$ cat src/rtl/crypto_bridge_pkg.sv
// Shared state encoding and width helpers for the crypto word bridge.
package crypto_bridge_pkg;

    typedef logic [1:0] state_t;

    localparam state_t StIdle = 2'd0;
    localparam state_t StLoad = 2'd1;
    localparam state_t StRun  = 2'd2;
    localparam state_t StRead = 2'd3;

    // $clog2 that never returns 0, so a depth-1 pointer still has one bit
    function automatic int unsigned safe_clog2(input int unsigned depth);
        return (depth <= 1) ? 1 : $clog2(depth);
    endfunction

    function automatic int unsigned word_lsb(input int unsigned k, input int unsigned n,
                                             input int unsigned w, input bit msw_first);
        return msw_first ? w * (n - 1 - k) : w * k;
    endfunction

endpackage

$ cat src/rtl/edge_pulse.sv
// Registers a level strobe and emits a one-cycle pulse on its 0->1 transition.
module edge_pulse (
    input  logic clk,
    input  logic rst_n,
    input  logic strobe,
    output logic pulse
);

    logic strobe_q;
    logic strobe_qq;

    always_ff @(posedge clk or negedge rst_n) begin
        if (!rst_n) begin
            strobe_q  <= 1'b0;
            strobe_qq <= 1'b0;
        end else begin
            strobe_q  <= strobe;
            strobe_qq <= strobe_q;
        end
    end

    assign pulse = strobe_q & ~strobe_qq;

endmodule

$ cat src/rtl/crypto_word_bridge.sv
// Packs host words into a wide core block and serialises the core digest back to the host.
module crypto_word_bridge
    import crypto_bridge_pkg::*;
#(
    parameter int unsigned W         = 16,
    parameter int unsigned IN_WORDS  = 50,
    parameter int unsigned OUT_WORDS = 16,
    parameter bit          MSW_FIRST = 1'b1
) (
    input  logic                   clk,
    input  logic                   rst_n,
    input  logic                   init,
    input  logic                   load,
    input  logic                   fetch,
    input  logic [W-1:0]           idata,
    output logic                   ack,
    output logic [W-1:0]           odata,
    output logic                   busy,
    output logic                   overrun,
    output logic                   core_init,
    output logic                   core_start,
    output logic [W*IN_WORDS-1:0]  core_block,
    input  logic                   core_done,
    input  logic [W*OUT_WORDS-1:0] core_digest
);

    localparam int unsigned IW = safe_clog2(IN_WORDS);
    localparam int unsigned OW = safe_clog2(OUT_WORDS);
    localparam int unsigned BW = safe_clog2(W * IN_WORDS);
    localparam int unsigned DW = safe_clog2(W * OUT_WORDS);

    logic init_ev, load_ev, fetch_ev;
    logic [W-1:0] idata_q;

    state_t                 state_q, state_d;
    logic [IW-1:0]          wr_ptr_q, wr_ptr_d;
    logic [OW-1:0]          rd_ptr_q, rd_ptr_d;
    logic [W*IN_WORDS-1:0]  block_q, block_d;
    logic [W*OUT_WORDS-1:0] digest_q, digest_d;
    logic [W-1:0]           odata_q, odata_d;
    logic                   ack_q, ack_d;
    logic                   overrun_q, overrun_d;
    logic                   core_init_q, core_init_d;
    logic                   core_start_q, core_start_d;
    logic [BW-1:0]          wr_lsb;
    logic [DW-1:0]          rd_lsb;

    edge_pulse u_init_edge  (.clk(clk), .rst_n(rst_n), .strobe(init),  .pulse(init_ev));
    edge_pulse u_load_edge  (.clk(clk), .rst_n(rst_n), .strobe(load),  .pulse(load_ev));
    edge_pulse u_fetch_edge (.clk(clk), .rst_n(rst_n), .strobe(fetch), .pulse(fetch_ev));

    assign wr_lsb = BW'(word_lsb(int'(wr_ptr_q), IN_WORDS, W, MSW_FIRST));
    assign rd_lsb = DW'(word_lsb(int'(rd_ptr_q), OUT_WORDS, W, MSW_FIRST));

    always_comb begin
        logic load_taken;
        load_taken   = 1'b0;
        state_d      = state_q;
        wr_ptr_d     = wr_ptr_q;
        rd_ptr_d     = rd_ptr_q;
        block_d      = block_q;
        digest_d     = digest_q;
        odata_d      = odata_q;
        overrun_d    = overrun_q;
        ack_d        = 1'b0;
        core_init_d  = 1'b0;
        core_start_d = 1'b0;

        if (init_ev) begin
            state_d     = StIdle;
            wr_ptr_d    = '0;
            rd_ptr_d    = '0;
            overrun_d   = 1'b0;
            core_init_d = 1'b1;
            ack_d       = 1'b1;
        end else begin
            if (load_ev) begin
                if (state_q == StIdle || state_q == StLoad) begin
                    block_d[wr_lsb +: W] = idata_q;
                    ack_d                = 1'b1;
                    load_taken           = 1'b1;
                    if (wr_ptr_q == IW'(IN_WORDS - 1)) begin
                        wr_ptr_d     = '0;
                        core_start_d = 1'b1;
                        state_d      = StRun;
                    end else begin
                        wr_ptr_d = wr_ptr_q + IW'(1);
                        state_d  = StLoad;
                    end
                end else begin
                    overrun_d = 1'b1;
                end
            end
            // A fetch in the same cycle as an accepted load is dropped without a flag
            if (fetch_ev && !load_taken) begin
                if (state_q == StRead) begin
                    odata_d = digest_q[rd_lsb +: W];
                    ack_d   = 1'b1;
                    if (rd_ptr_q == OW'(OUT_WORDS - 1)) begin
                        rd_ptr_d = '0;
                        state_d  = StIdle;
                    end else begin
                        rd_ptr_d = rd_ptr_q + OW'(1);
                    end
                end else begin
                    overrun_d = 1'b1;
                end
            end
            if (core_done && state_q == StRun) begin
                digest_d = core_digest;
                rd_ptr_d = '0;
                state_d  = StRead;
            end
        end
    end

    always_ff @(posedge clk or negedge rst_n) begin
        if (!rst_n) begin
            state_q      <= StIdle;
            wr_ptr_q     <= '0;
            rd_ptr_q     <= '0;
            block_q      <= '0;
            digest_q     <= '0;
            odata_q      <= '0;
            ack_q        <= 1'b0;
            overrun_q    <= 1'b0;
            core_init_q  <= 1'b0;
            core_start_q <= 1'b0;
            idata_q      <= '0;
        end else begin
            state_q      <= state_d;
            wr_ptr_q     <= wr_ptr_d;
            rd_ptr_q     <= rd_ptr_d;
            block_q      <= block_d;
            digest_q     <= digest_d;
            odata_q      <= odata_d;
            ack_q        <= ack_d;
            overrun_q    <= overrun_d;
            core_init_q  <= core_init_d;
            core_start_q <= core_start_d;
            idata_q      <= idata;
        end
    end

    assign ack        = ack_q;
    assign odata      = odata_q;
    assign busy       = (state_q == StRun);
    assign overrun    = overrun_q;
    assign core_init  = core_init_q;
    assign core_start = core_start_q;
    assign core_block = block_q;

endmodule
$ cat config.mk
export PLATFORM = sky130hd
export DESIGN_NAME = crypto_word_bridge
export DESIGN_NICKNAME = d
export VERILOG_FILES = /design/src/rtl/crypto_bridge_pkg.sv /design/src/rtl/edge_pulse.sv /design/src/rtl/crypto_word_bridge.sv
export SDC_FILE = /design/constraint.sdc
export NUM_CORES = 1
export LEC_CHECK = 0
export BUFFER_PORTS_ARGS = -buffer_cell sky130_fd_sc_hd__buf_2
export CORE_AREA = 2 2 424 426
export DETAILED_ROUTE_END_ITERATION = 10
export DIE_AREA = 0 0 426 428
export HOLD_SLACK_MARGIN = 0.05
export SYNTH_ARGS = -nofsm -noshare
export SYNTH_HDL_FRONTEND = slang
export SYNTH_SLANG_ARGS = --single-unit
$ cat constraint.sdc
create_clock -name clk -period 4 [get_ports clk]
set_clock_uncertainty 0.15 [all_clocks]
set_input_delay 0 -clock clk [delete_from_list [all_inputs] [get_ports clk]]
set_output_delay 0 -clock clk [all_outputs]
set_load 0.05 [all_outputs]
==> results of run 1 <==
[cell usage in the layout (no fill, tap or decap), types with 5 or more instances in the layout]
cell type      Yosys  routed
a22o_1            97      97
o21ai_0           70      70
nand3_1           36      35
dfrtp_2            0      16
mux2_1             8       8
buf_4              0     131
dfrtp_1         1110    1092
nand2_1           82      81
mux4_2            80      80
nand4_1           18      18
mux2_4            10      10
xor2_1             7       5
inv_1             21      21
and3_1            59      59
clkbuf_8           0      26
nor3_1            13      10
clkbuf_1         138      29
buf_12             0      11
clkinv_2           0      15
diode_2            0      10
buf_2             38    1097
mux2_2           910     910
a21oi_1            8       8
bufinv_16          0      11
dlygate4sd3_1      0     589
nor2_1            85      79
clkbuf_16          0     118
ha_1               8       8
mux2i_1           17      17
clkinvlp_4         0       7
nand2b_1           8       8
and2_1            99      99
[metrics by stage]
step	total power [mW]	util [%]	hold WS, ns
final	27.2	36.0	0.230
after floorplan	13.9	-	-0.446
after detailed placement	15.6	30.4	-0.0403
after global routing	28.2	36.0	0.235
after global placement	15.6	30.4	-0.0414
after CTS	27.4	36.0	0.150
[cells in the mapped netlist, drive strengths merged (6+ instances only)]
| cell | number | area share [%] |
|---|---|---|
| nor3 | 16 | 0.21 |
| mux2 | 928 | 23 |
| nand3 | 36 | 0.40 |
| xor2 | 7 | 0.14 |
| ha | 8 | 0.22 |
| mux4 | 80 | 4.0 |
| nor4 | 6 | 0.11 |
| o21ai | 70 | 0.78 |
| dfrtp | 1110 | 62 |
| mux2i | 17 | 0.38 |
| nand2b | 8 | 0.11 |
| nand2 | 82 | 0.68 |
| a21oi | 8 | 0.089 |
| and2 | 100 | 1.4 |
| nand4 | 18 | 0.25 |
| clkbuf | 138 | 1.2 |
| a22o | 97 | 1.9 |
| buf | 58 | 0.66 |
| inv | 21 | 0.18 |
| xnor2 | 7 | 0.14 |
| and3 | 59 | 0.82 |
| nor2 | 85 | 0.71 |
[worst max-delay path, cell delays in order, from the launching register on]
cell and delay (ns):
dfrtp_1 0.56, inv_1 0.11, ha_1 0.32, xnor2_1 0.30, nor2_1 0.10, buf_4 0.18, xnor2_2 0.91, nand4_1 0.30
buf_4 0.30, mux2_2 0.29
[layout make-up]
class	count	area, um2
Tap cell	2355	2950
Sequential cell	1110	27800
Multi-Input combinational cell	1661	16500
Antenna cell	10	25.0
Clock inverter	41	572
Clock buffer	173	3420
Fill cell	17000	114000
Inverter	22	82.6
Timing Repair Buffer	1830	12600
[metal layers]
layer | GRT usage (%) | part of all wire (%)
met1 | 22.4 | 37
met2 | 34.7 | 52
met3 | 3.61 | 6.1
met4 | 8.63 | 4.4
met5 | 0 | 0.0039
[power by group through the flow]
stage / Sequential [mW] / Clock (mW) / Combinational (mW)
6_report: 11.8 / 11.4 / 4.05
4_1_cts: 11.8 / 11.6 / 4.06
3_5_place_dp: 12.0 / 0 / 3.62
3_3_place_gp: 12.0 / 0 / 3.60
2_1_floorplan: 12.8 / 0 / 1.11
5_1_grt: 11.8 / 12.1 / 4.29
[state kept, by name, summed over array words and instances, names as in the netlist]
| name | count |
|---|---|
| idata_q | 16 |
| odata | 16 |
| wr_ptr_q | 6 |
| overrun | 1 |
| u_fetch_edge.strobe_q | 1 |
| u_load_edge.strobe_qq | 1 |
| u_init_edge.strobe_qq | 1 |
| core_block | 800 |
| digest_q | 256 |
| core_start | 1 |
| rd_ptr_q | 4 |
| state_q | 2 |
| u_load_edge.strobe_q | 1 |
| ack | 1 |
| u_fetch_edge.strobe_qq | 1 |
| u_init_edge.strobe_q | 1 |
| core_init | 1 |
[kinds of logic after synthesis]
| kind of cell | share of synthesized area [%] |
|---|---|
| fa+ha+maj | 0.223 |
| xor+xnor | 0.273 |
| flops | 61.8 |
| simple gates | 5.02 |
| compound gates | 3.00 |
| mux | 27.7 |
| buf+inv | 2.00 |
[repair_timing]
item	4_1_cts	5_1_grt
endpoints found under the hold margin	1390	0
endpoints found under the setup margin	0	0
hold buffers	590	0
[final timing paths]
check / to / slack [ns] / from
hold reg to reg: u_init_edge.strobe_qq / 0.23 / u_init_edge.strobe_q
setup reg to reg: core_block[782] / 0.33 / wr_ptr_q[2]
hold / removal: u_init_edge.strobe_qq / 0.23 / u_init_edge.strobe_q
max in group asynchronous: digest_q[33] / 2.37 / rst_n
setup / recovery: core_block[782] / 0.33 / wr_ptr_q[2]
min in group asynchronous: digest_q[84] / 0.57 / rst_n
==> reports/qor.csv, run 1 <==
stage,metric,value,unit
synthesis,Synth Cell Area,0.0450,mm2
timing,relative slew slack,14.0,%
timing,worst setup margin,0.330,ns
global_routing,vias in the first global route,35200,
setup_path,CP max FO,16,
timing,Final setup viols,0,
clocking,total CTS buffers,118,
timing,RSZ-0062 raised after global routing,false,
clocking,Post-CTS Setup Inserts,0,
synthesis,"Seq/Total Area, Yosys",61.8,%
clocking,CTS tree,built,
setup_path,Setup crit start kind,flop,
placed_design,DP Area,0.0540,mm2
hold_path,Hold Path Stages,0,
synthesis,Netlist cell types,53,
timing,period utilization,91.7,%
setup_path,R2R depth,9,
global_routing,global route overflow,0,
floorplan,Site Rows,155,
floorplan,Die Height,428,um
placed_design,port bufs,1098,
pwr,Leak,34.1,nW
clocking,count of cells resized by post-cts repair,0,
pwr,Power Density,425,mW/mm2
clocking,CTS root buf,clkbuf_16,
floorplan,I/O pins,1099,
pwr,clock network power share,41.9,%
timing,final hold vios,0,
routing,Post-Route WL,182000,um
pwr,sequential share of power,43.2,%
setup_path,Setup CP Type,reg2reg,
pwr,maximum vdd drop,459,uV
placed_design,dpl cells,6388,
pwr,P_int,19.4,mW
setup_path,WP data required,4.49,ns
global_routing,largest net degree at the start of global routing,102,
placed_design,GPL Wtd Cong,0.866,
setup_path,CP Data Arrival Time,4.16,ns
routing,Routed Antenna Nets,0,
final_layout,share of cells above drive strength 1,51.2,%
placed_design,Setup WS pre-CTS,0.281,ns
hold_path,hold crit path type,reg2reg,
synthesis,Synthesized Nets,3275,
clocking,clk sinks,1110,
timing,worst-margin pin slew,1.28,ns
timing,Fmax achieved,273,MHz
floorplan,Die X-Extent,426,um
pwr,sw power,7.83,mW
clocking,"Clk Latency, worst-skew pair",0.77,ns
synthesis,Synthesis Warnings,0,
timing,fin. max-slew vios,0,
synthesis,Yosys reg bits,1110,
timing,Final Critical Period,3.67,ns
synthesis,"Top FF cell, synth",dfrtp_1,
floorplan,Starting Density,25.3,%
routing,DRC,0,
global_routing,global-route wire length before repair,259000,um
synthesis,number of flops mapped to enable cells by yosys,0,
final_layout,synth-to-layout area growth,42.2,%
synthesis,async set-reset flop share out of synthesis,100,%
clocking,Bufs on Longest Clock Path,3,
routing,1st-pass router iterations,5,
floorplan,total core area,0.178,mm2
synthesis,synthesized netlist cell count,2989,
global_routing,initial antenna violation count,18,
pwr,Gate power share,14.9,%
status,run status,"finished, final reports clean",
final_layout,Finished Layout Cells,7202,
final_layout,Total Nets Final,5029,
routing,drt first-iter violations,2428,
routing,drt wl/cell,25.2,um
placed_design,hpwl dp,128000,um
routing,DR vias/cell,4.66,
routing,via count,33500,
floorplan,Die Area,0.182,mm2
pwr,Switching Fraction,28.8,%
final_layout,post-layout instance area,0.0640,mm2
clocking,H-tree depth,3,
job,max-cap violations,0,
setup_path,Worst Setup End Kind,flop,
timing,Setup TNS,0,ns
global_routing,GR Util All Layers,19.4,%
clocking,"Reg clk slew, reported paths",0.06,ns
synthesis,Syn Area/Cell,15.0,um2
No activity file was read; power rests on OpenSTA's default activity.
==> inputs of run 2 (changes only) <==
--- a/config.mk
+++ b/config.mk
@@ -10,6 +10,7 @@
 export DETAILED_ROUTE_END_ITERATION = 10
 export DIE_AREA = 0 0 426 428
 export HOLD_SLACK_MARGIN = 0.05
+export SKIP_CTS_REPAIR_TIMING = 1
 export SYNTH_ARGS = -nofsm -noshare
 export SYNTH_HDL_FRONTEND = slang
 export SYNTH_SLANG_ARGS = --single-unit
==> constraint.sdc (replaced) <==
create_clock -name clk -period 4 [get_ports clk]
set_clock_uncertainty 0.15 [all_clocks]
set_input_delay 0 -clock clk [delete_from_list [all_inputs] [get_ports clk]]
set_output_delay 0 -clock clk [all_outputs]
set_load 0.005 [all_outputs]
==> reports/qor.csv, run 2 (synthesis gave the netlist of run 1 again) <==
stage,metric,value,unit,change
status,run status,"finished, final reports clean",,
timing,period utilization,92.8,%,+1.1 points
floorplan,Site Rows,155,,unchanged
clocking,total CTS buffers,118,,unchanged
setup_path,slowest cell delay on critical path,0.88,ns,-0.03 ns
global_routing,global route overflow,0,,unchanged
timing,worst hold margin,0.230,ns,+0.000132 ns
timing,Final Critical Period,3.71,ns,+0.0431 ns
final_layout,share of cells above drive strength 1,51.5,%,+0.28 points
clocking,clk sinks,1110,,unchanged
setup_path,WP data required,4.48,ns,about the same
setup_path,total stage count of the critical path,9,,unchanged
hold_path,Hold Startpoint,u_init_edge.strobe_q,,
placed_design,GPL Wtd Cong,0.866,,unchanged
final_layout,Finished Layout Cells,7183,,-0.26%
hold_path,WHS Endpoint,u_init_edge.strobe_qq,,
hold_path,hold crit path type,reg2reg,,
setup_path,Crit Reg-Reg Startpoint,wr_ptr_q[2],,
setup_path,CP Data Arrival Time,4.19,ns,+0.03 ns
setup_path,"CP delay by family, top",XOR/XNOR gates,,
final_layout,Largest register FFs,800,,unchanged
clocking,CTS tree,built,,
timing,fin. max-slew vios,0,,unchanged
timing,worst-margin pin slew,1.29,ns,+0.0120 ns
setup_path,Setup crit start kind,flop,,
routing,drt wl/cell,25.1,um,-0.29%
timing,relative slew slack,13.2,%,-0.81 points
routing,drt first-iter violations,2584,,+6.4%
setup_path,Bufs and invs on worst path,3,,unchanged
setup_path,RR Endpoint,core_block[782],,
pwr,P_int,19.4,mW,about the same
pwr,sw power,6.94,mW,-11%
placed_design,port bufs,1098,,unchanged
routing,Routed Antenna Nets,0,,unchanged
final_layout,"commonest non-fill, non-tap cell in the layout",buf_2,,
pwr,maximum vdd drop,386,uV,-16%
pwr,Switching Fraction,26.4,%,-2.4 points
floorplan,Starting Density,25.3,%,unchanged
floorplan,Die Height,428,um,unchanged
final_layout,Total Nets Final,5003,,-0.52%
routing,DR vias/cell,4.66,,about the same
timing,Final setup viols,0,,unchanged
final_layout,synth-to-layout area growth,41.7,%,
setup_path,Crit path top cell by count,buf_4,,
floorplan,total core area,0.178,mm2,unchanged
pwr,Leak,33.9,nW,-0.52%
pwr,Power Density,413,mW/mm2,-2.9%
hold_path,Hold Path Stages,0,,unchanged
routing,via count,33400,,-0.28%
setup_path,Worst Setup End Kind,flop,,
setup_path,Setup CP Type,reg2reg,,
timing,worst setup margin,0.287,ns,-0.0431 ns
timing,Fmax achieved,269,MHz,-1.2%
routing,Post-Route WL,181000,um,-0.55%
placed_design,hpwl dp,128000,um,unchanged
job,max-cap violations,0,,unchanged
pwr,clock network power share,43.3,%,+1.4 points
clocking,Bufs on Longest Clock Path,3,,unchanged
global_routing,initial antenna violation count,23,,+5
global_routing,global-route wire length before repair,241000,um,-7.0%
global_routing,vias in the first global route,31600,,-10%
clocking,H-tree depth,3,,unchanged
timing,Setup TNS,0,ns,unchanged
timing,RSZ-0062 raised after global routing,false,,
setup_path,CP max FO,16,,unchanged
setup_path,CP Launch Point,wr_ptr_q[2],,
setup_path,R2R depth,9,,unchanged
setup_path,CP cell instances,"inv_1, ha_1, xnor2_1, nor2_1, buf_4, xnor2_2, nand4_1, buf_4, mux2_2",,
placed_design,Setup WS pre-CTS,0.281,ns,unchanged
global_routing,largest net degree at the start of global routing,102,,unchanged
routing,DRC,0,,unchanged
placed_design,dpl cells,6388,,unchanged
clocking,"Reg clk slew, reported paths",0.06,ns,about the same
floorplan,Die X-Extent,426,um,unchanged
clocking,CTS root buf,clkbuf_16,,
clocking,"Clk Latency, worst-skew pair",0.77,ns,about the same
final_layout,fill cell count,17000,,-0.012%
pwr,Gate power share,12.0,%,-2.9 points
floorplan,Die Area,0.182,mm2,unchanged
floorplan,I/O pins,1099,,unchanged
setup_path,slowest CP cell,xnor2_2,,
routing,1st-pass router iterations,5,,unchanged
timing,final hold vios,0,,unchanged
global_routing,GR Util All Layers,18.3,%,-1.2 points
pwr,sequential share of power,44.7,%,+1.5 points
setup_path,R2R setup slack,0.29,ns,-0.04 ns
final_layout,"leading cell types in the layout, fill and taps excluded","buf_2 (1,097), dfrtp_1 (1,092), mux2_2 (910)",,
-- run 2: worst max path at each step --
| stage | endpoint | slack (ns) |
|---|---|---|
| 6_report | core_block[782] | 0.29 |
| 3_5_place_dp | core_block[776] | 0.28 |
| 4_1_cts | core_block[779] | 0.24 |
| 2_1_floorplan | core_block[182] | 0.57 |
| 3_3_place_gp | core_block[778] | 0.29 |
| 5_1_grt | core_block[780] | 0.07 |
-- run 2: cell type report --
type	count	area [um2]	area share [%]
antenna	17	42.5	0.0668
clock buffer	173	3420	5.37
clock inverter	41	572	0.898
inverter	22	82.6	0.130
multi-input combinational	1661	16500	25.9
sequential	1110	27800	43.6
tap	2355	2950	4.62
timing repair buffer	1804	12400	19.4
-- run 2: power by group through the flow --
stage	registers, mW	clock network, mW	logic (mW)
final	11.8	11.4	3.15
after global routing	11.8	12.1	3.38
after CTS	11.8	11.6	2.72
after detailed placement	12.0	0	2.72
after global placement	12.0	0	2.70
after floorplan	11.9	0	1.11
-- run 2: worst reg2reg max path, cell delays in order, from the launching register on --
cell and delay [ns]:
dfrtp_1 0.58, inv_1 0.11, ha_1 0.32, xnor2_1 0.30, nor2_1 0.09, buf_4 0.18
xnor2_2 0.88, nand4_1 0.36, buf_4 0.32, mux2_2 0.29
-- run 2: layer usage --
metal / wire (um) / vias up / GRT usage (%)
met5: 34 / - / 0
met4: 7700 / 6 / 8.03
met3: 11700 / 336 / 4.32
met2: 93700 / 1361 / 31.8
met1: 67500 / 17500 / 21.3
li1: - / 14300 / -
-- run 2: stage by stage --
| stage | util (%) | cell area (um2) | power [mW] |
|---|---|---|---|
| after floorplan | - | 45000 | 13.0 |
| after global placement | 30.4 | 54000 | 14.6 |
| after detailed placement | 30.4 | 54000 | 14.7 |
| after CTS | 32.7 | 58000 | 26.1 |
| after global routing | 35.9 | 63700 | 27.3 |
| final | 35.9 | 63700 | 26.3 |
==> inputs of run 3 (changes only) <==
--- a/config.mk
+++ b/config.mk
@@ -7,6 +7,7 @@
 export LEC_CHECK = 0
 export BUFFER_PORTS_ARGS = -buffer_cell sky130_fd_sc_hd__buf_2
 export CORE_AREA = 2 2 424 426
+export CTS_BUF_LIST = sky130_fd_sc_hd__clkbuf_8
 export DETAILED_ROUTE_END_ITERATION = 10
 export DIE_AREA = 0 0 426 428
 export HOLD_SLACK_MARGIN = 0.05
==> reports/qor.csv, run 3 (synthesis gave the netlist of run 1 again) <==
stage,metric,value,unit,change
timing,fin. max-slew vios,0,,unchanged
timing,Setup TNS,0,ns,unchanged
routing,1st-pass router iterations,5,,unchanged
global_routing,largest net degree at the start of global routing,102,,unchanged
final_layout,share of cells above drive strength 1,51.5,%,about the same
floorplan,Site Rows,155,,unchanged
timing,worst-margin pin slew,1.29,ns,-0.00488 ns
setup_path,Setup crit start kind,flop,,
setup_path,CP cell instances,"inv_1, ha_1, xnor2_1, nor2_1, buf_4, xnor2_2, nand4_1, buf_4, mux2_2",,
final_layout,synth-to-layout area growth,42.4,%,
setup_path,CP max FO,16,,unchanged
final_layout,"leading cell types in the layout, fill and taps excluded","buf_2 (1,097), dfrtp_1 (1,092), mux2_2 (910)",,
clocking,total CTS buffers,188,,+59%
status,run status,"finished, final reports clean",,
final_layout,"commonest non-fill, non-tap cell in the layout",buf_2,,
setup_path,slowest cell delay on critical path,0.88,ns,about the same
pwr,Power Density,399,mW/mm2,-3.3%
final_layout,post-layout instance area,0.0640,mm2,+0.53%
setup_path,WP data required,4.65,ns,+0.17 ns
timing,RSZ-0062 raised after global routing,false,,
pwr,maximum vdd drop,338,uV,-12%
floorplan,Die Height,428,um,unchanged
floorplan,Starting Density,25.3,%,unchanged
placed_design,hpwl dp,128000,um,unchanged
timing,Final setup viols,0,,unchanged
placed_design,port bufs,1098,,unchanged
hold_path,hold crit path type,in2reg,,
global_routing,vias in the first global route,32300,,+2.3%
clocking,CTS tree,built,,
timing,period utilization,92.1,%,-0.72 points
setup_path,R2R depth,9,,unchanged
clocking,clk sinks,1110,,unchanged
setup_path,Worst Setup End Kind,flop,,
global_routing,GR Util All Layers,18.4,%,+0.12 points
routing,DR vias/cell,4.61,,-1.1%
floorplan,I/O pins,1099,,unchanged
final_layout,fill cell count,17100,,+0.27%
placed_design,DP Area,0.0540,mm2,unchanged
timing,Fmax achieved,271,MHz,+0.78%
global_routing,global route overflow,0,,unchanged
setup_path,Setup CP Type,reg2reg,,
floorplan,Die Area,0.182,mm2,unchanged
routing,drt wl/cell,24.7,um,-1.8%
routing,via count,33900,,+1.3%
pwr,Leak,34.5,nW,+1.8%
hold_path,Hold Path Stages,3,,+3
routing,Post-Route WL,182000,um,+0.61%
final_layout,Total Nets Final,5111,,+2.2%
routing,Routed Antenna Nets,0,,unchanged
timing,relative slew slack,13.6,%,+0.33 points
routing,DRC,0,,unchanged
global_routing,initial antenna violation count,27,,+17%
clocking,"Clk Latency, worst-skew pair",0.95,ns,+0.18 ns
global_routing,global-route wire length before repair,242000,um,+0.67%
setup_path,slowest CP cell,xnor2_2,,
floorplan,total core area,0.178,mm2,unchanged
placed_design,dpl cells,6388,,unchanged
clocking,CTS root buf,clkbuf_8,,
clocking,"Reg clk slew, reported paths",0.06,ns,about the same
timing,final hold vios,0,,unchanged
routing,drt first-iter violations,2379,,-7.9%
setup_path,Crit path top cell by count,buf_4,,
clocking,H-tree depth,4,,+1
timing,Final Critical Period,3.68,ns,-0.0287 ns
placed_design,GPL Wtd Cong,0.866,,unchanged
setup_path,CP Data Arrival Time,4.33,ns,+0.14 ns
job,max-cap violations,0,,unchanged
clocking,Bufs on Longest Clock Path,3,,unchanged
final_layout,Largest register FFs,800,,unchanged
final_layout,Finished Layout Cells,7358,,+2.4%
floorplan,Die X-Extent,426,um,unchanged
[run 3: changes by cell type in the layout (fill, tap and decap cells not counted), sizes merged]
cell and change:
dlygate4sd3 +38, diode +5, inv +75, bufinv -5, clkinv +6, clkbuf +61, clkinvlp -5
[run 3: report_power, final]
part           switching, mW  leakage, nW  internal (mW)
clock network           4.97         2.30           5.70
logic                   1.89         16.8           1.25
registers              0.260         15.4           11.5
total                   7.12         34.5           18.5
[run 3: critical path, delay by kind of cell (launching register included)]
kind	cells	cell delay (ns)
xor gates and xnor gates	2	1.18
adders and majority gates	1	0.32
buffers and inverters	3	0.59
DFF	1	0.57
muxes	1	0.29
and+or+nand+nor	2	0.41
[run 3: area by class of cell]
class                           instances  area, um2  area share (%)
Antenna cell                           22       55.1          0.0860
Clock buffer                          234       3220            5.03
Clock inverter                        112        714            1.12
Inverter                               22       82.6           0.129
Multi-Input combinational cell       1661      16500            25.7
Sequential cell                      1110      27800            43.4
Tap cell                             2355       2950            4.60
Timing Repair Buffer                 1842      12800            19.9
[run 3: path summary, 6_finish.rpt]
kind | start | endpoint | slack (ns)
max reg2reg | wr_ptr_q[2] | core_block[774] | 0.32
min | idata[6] | idata_q[6] | 0.09
min reg2reg | u_init_edge.strobe_q | u_init_edge.strobe_qq | 0.24
max | wr_ptr_q[2] | core_block[774] | 0.32
max in group asynchronous | rst_n | digest_q[33] | 2.51
min in group asynchronous | rst_n | digest_q[29] | 0.37
[run 3: stage by stage]
stage | total power [mW] | setup WS (ns) | utilization (%) | hold WS, ns
floorplan | 13.0 | 0.574 | - | -0.446
global placement | 14.6 | 0.288 | 30.4 | -0.0414
detailed placement | 14.7 | 0.281 | 30.4 | -0.0403
CTS | 25.3 | 0.216 | 32.6 | -1.13
global route | 26.6 | 0.0450 | 36.0 | 0.0433
finish | 25.6 | 0.316 | 36.1 | 0.0907
[run 3: metal layers]
metal	up-vias	part of all wire (%)	GRT usage [%]
li1	14500	-	-
met3	353	6.2	5.03
met2	1376	52	31.7
met5	-	0.013	0
met4	4	4.4	8.31
met1	17600	38	21.1
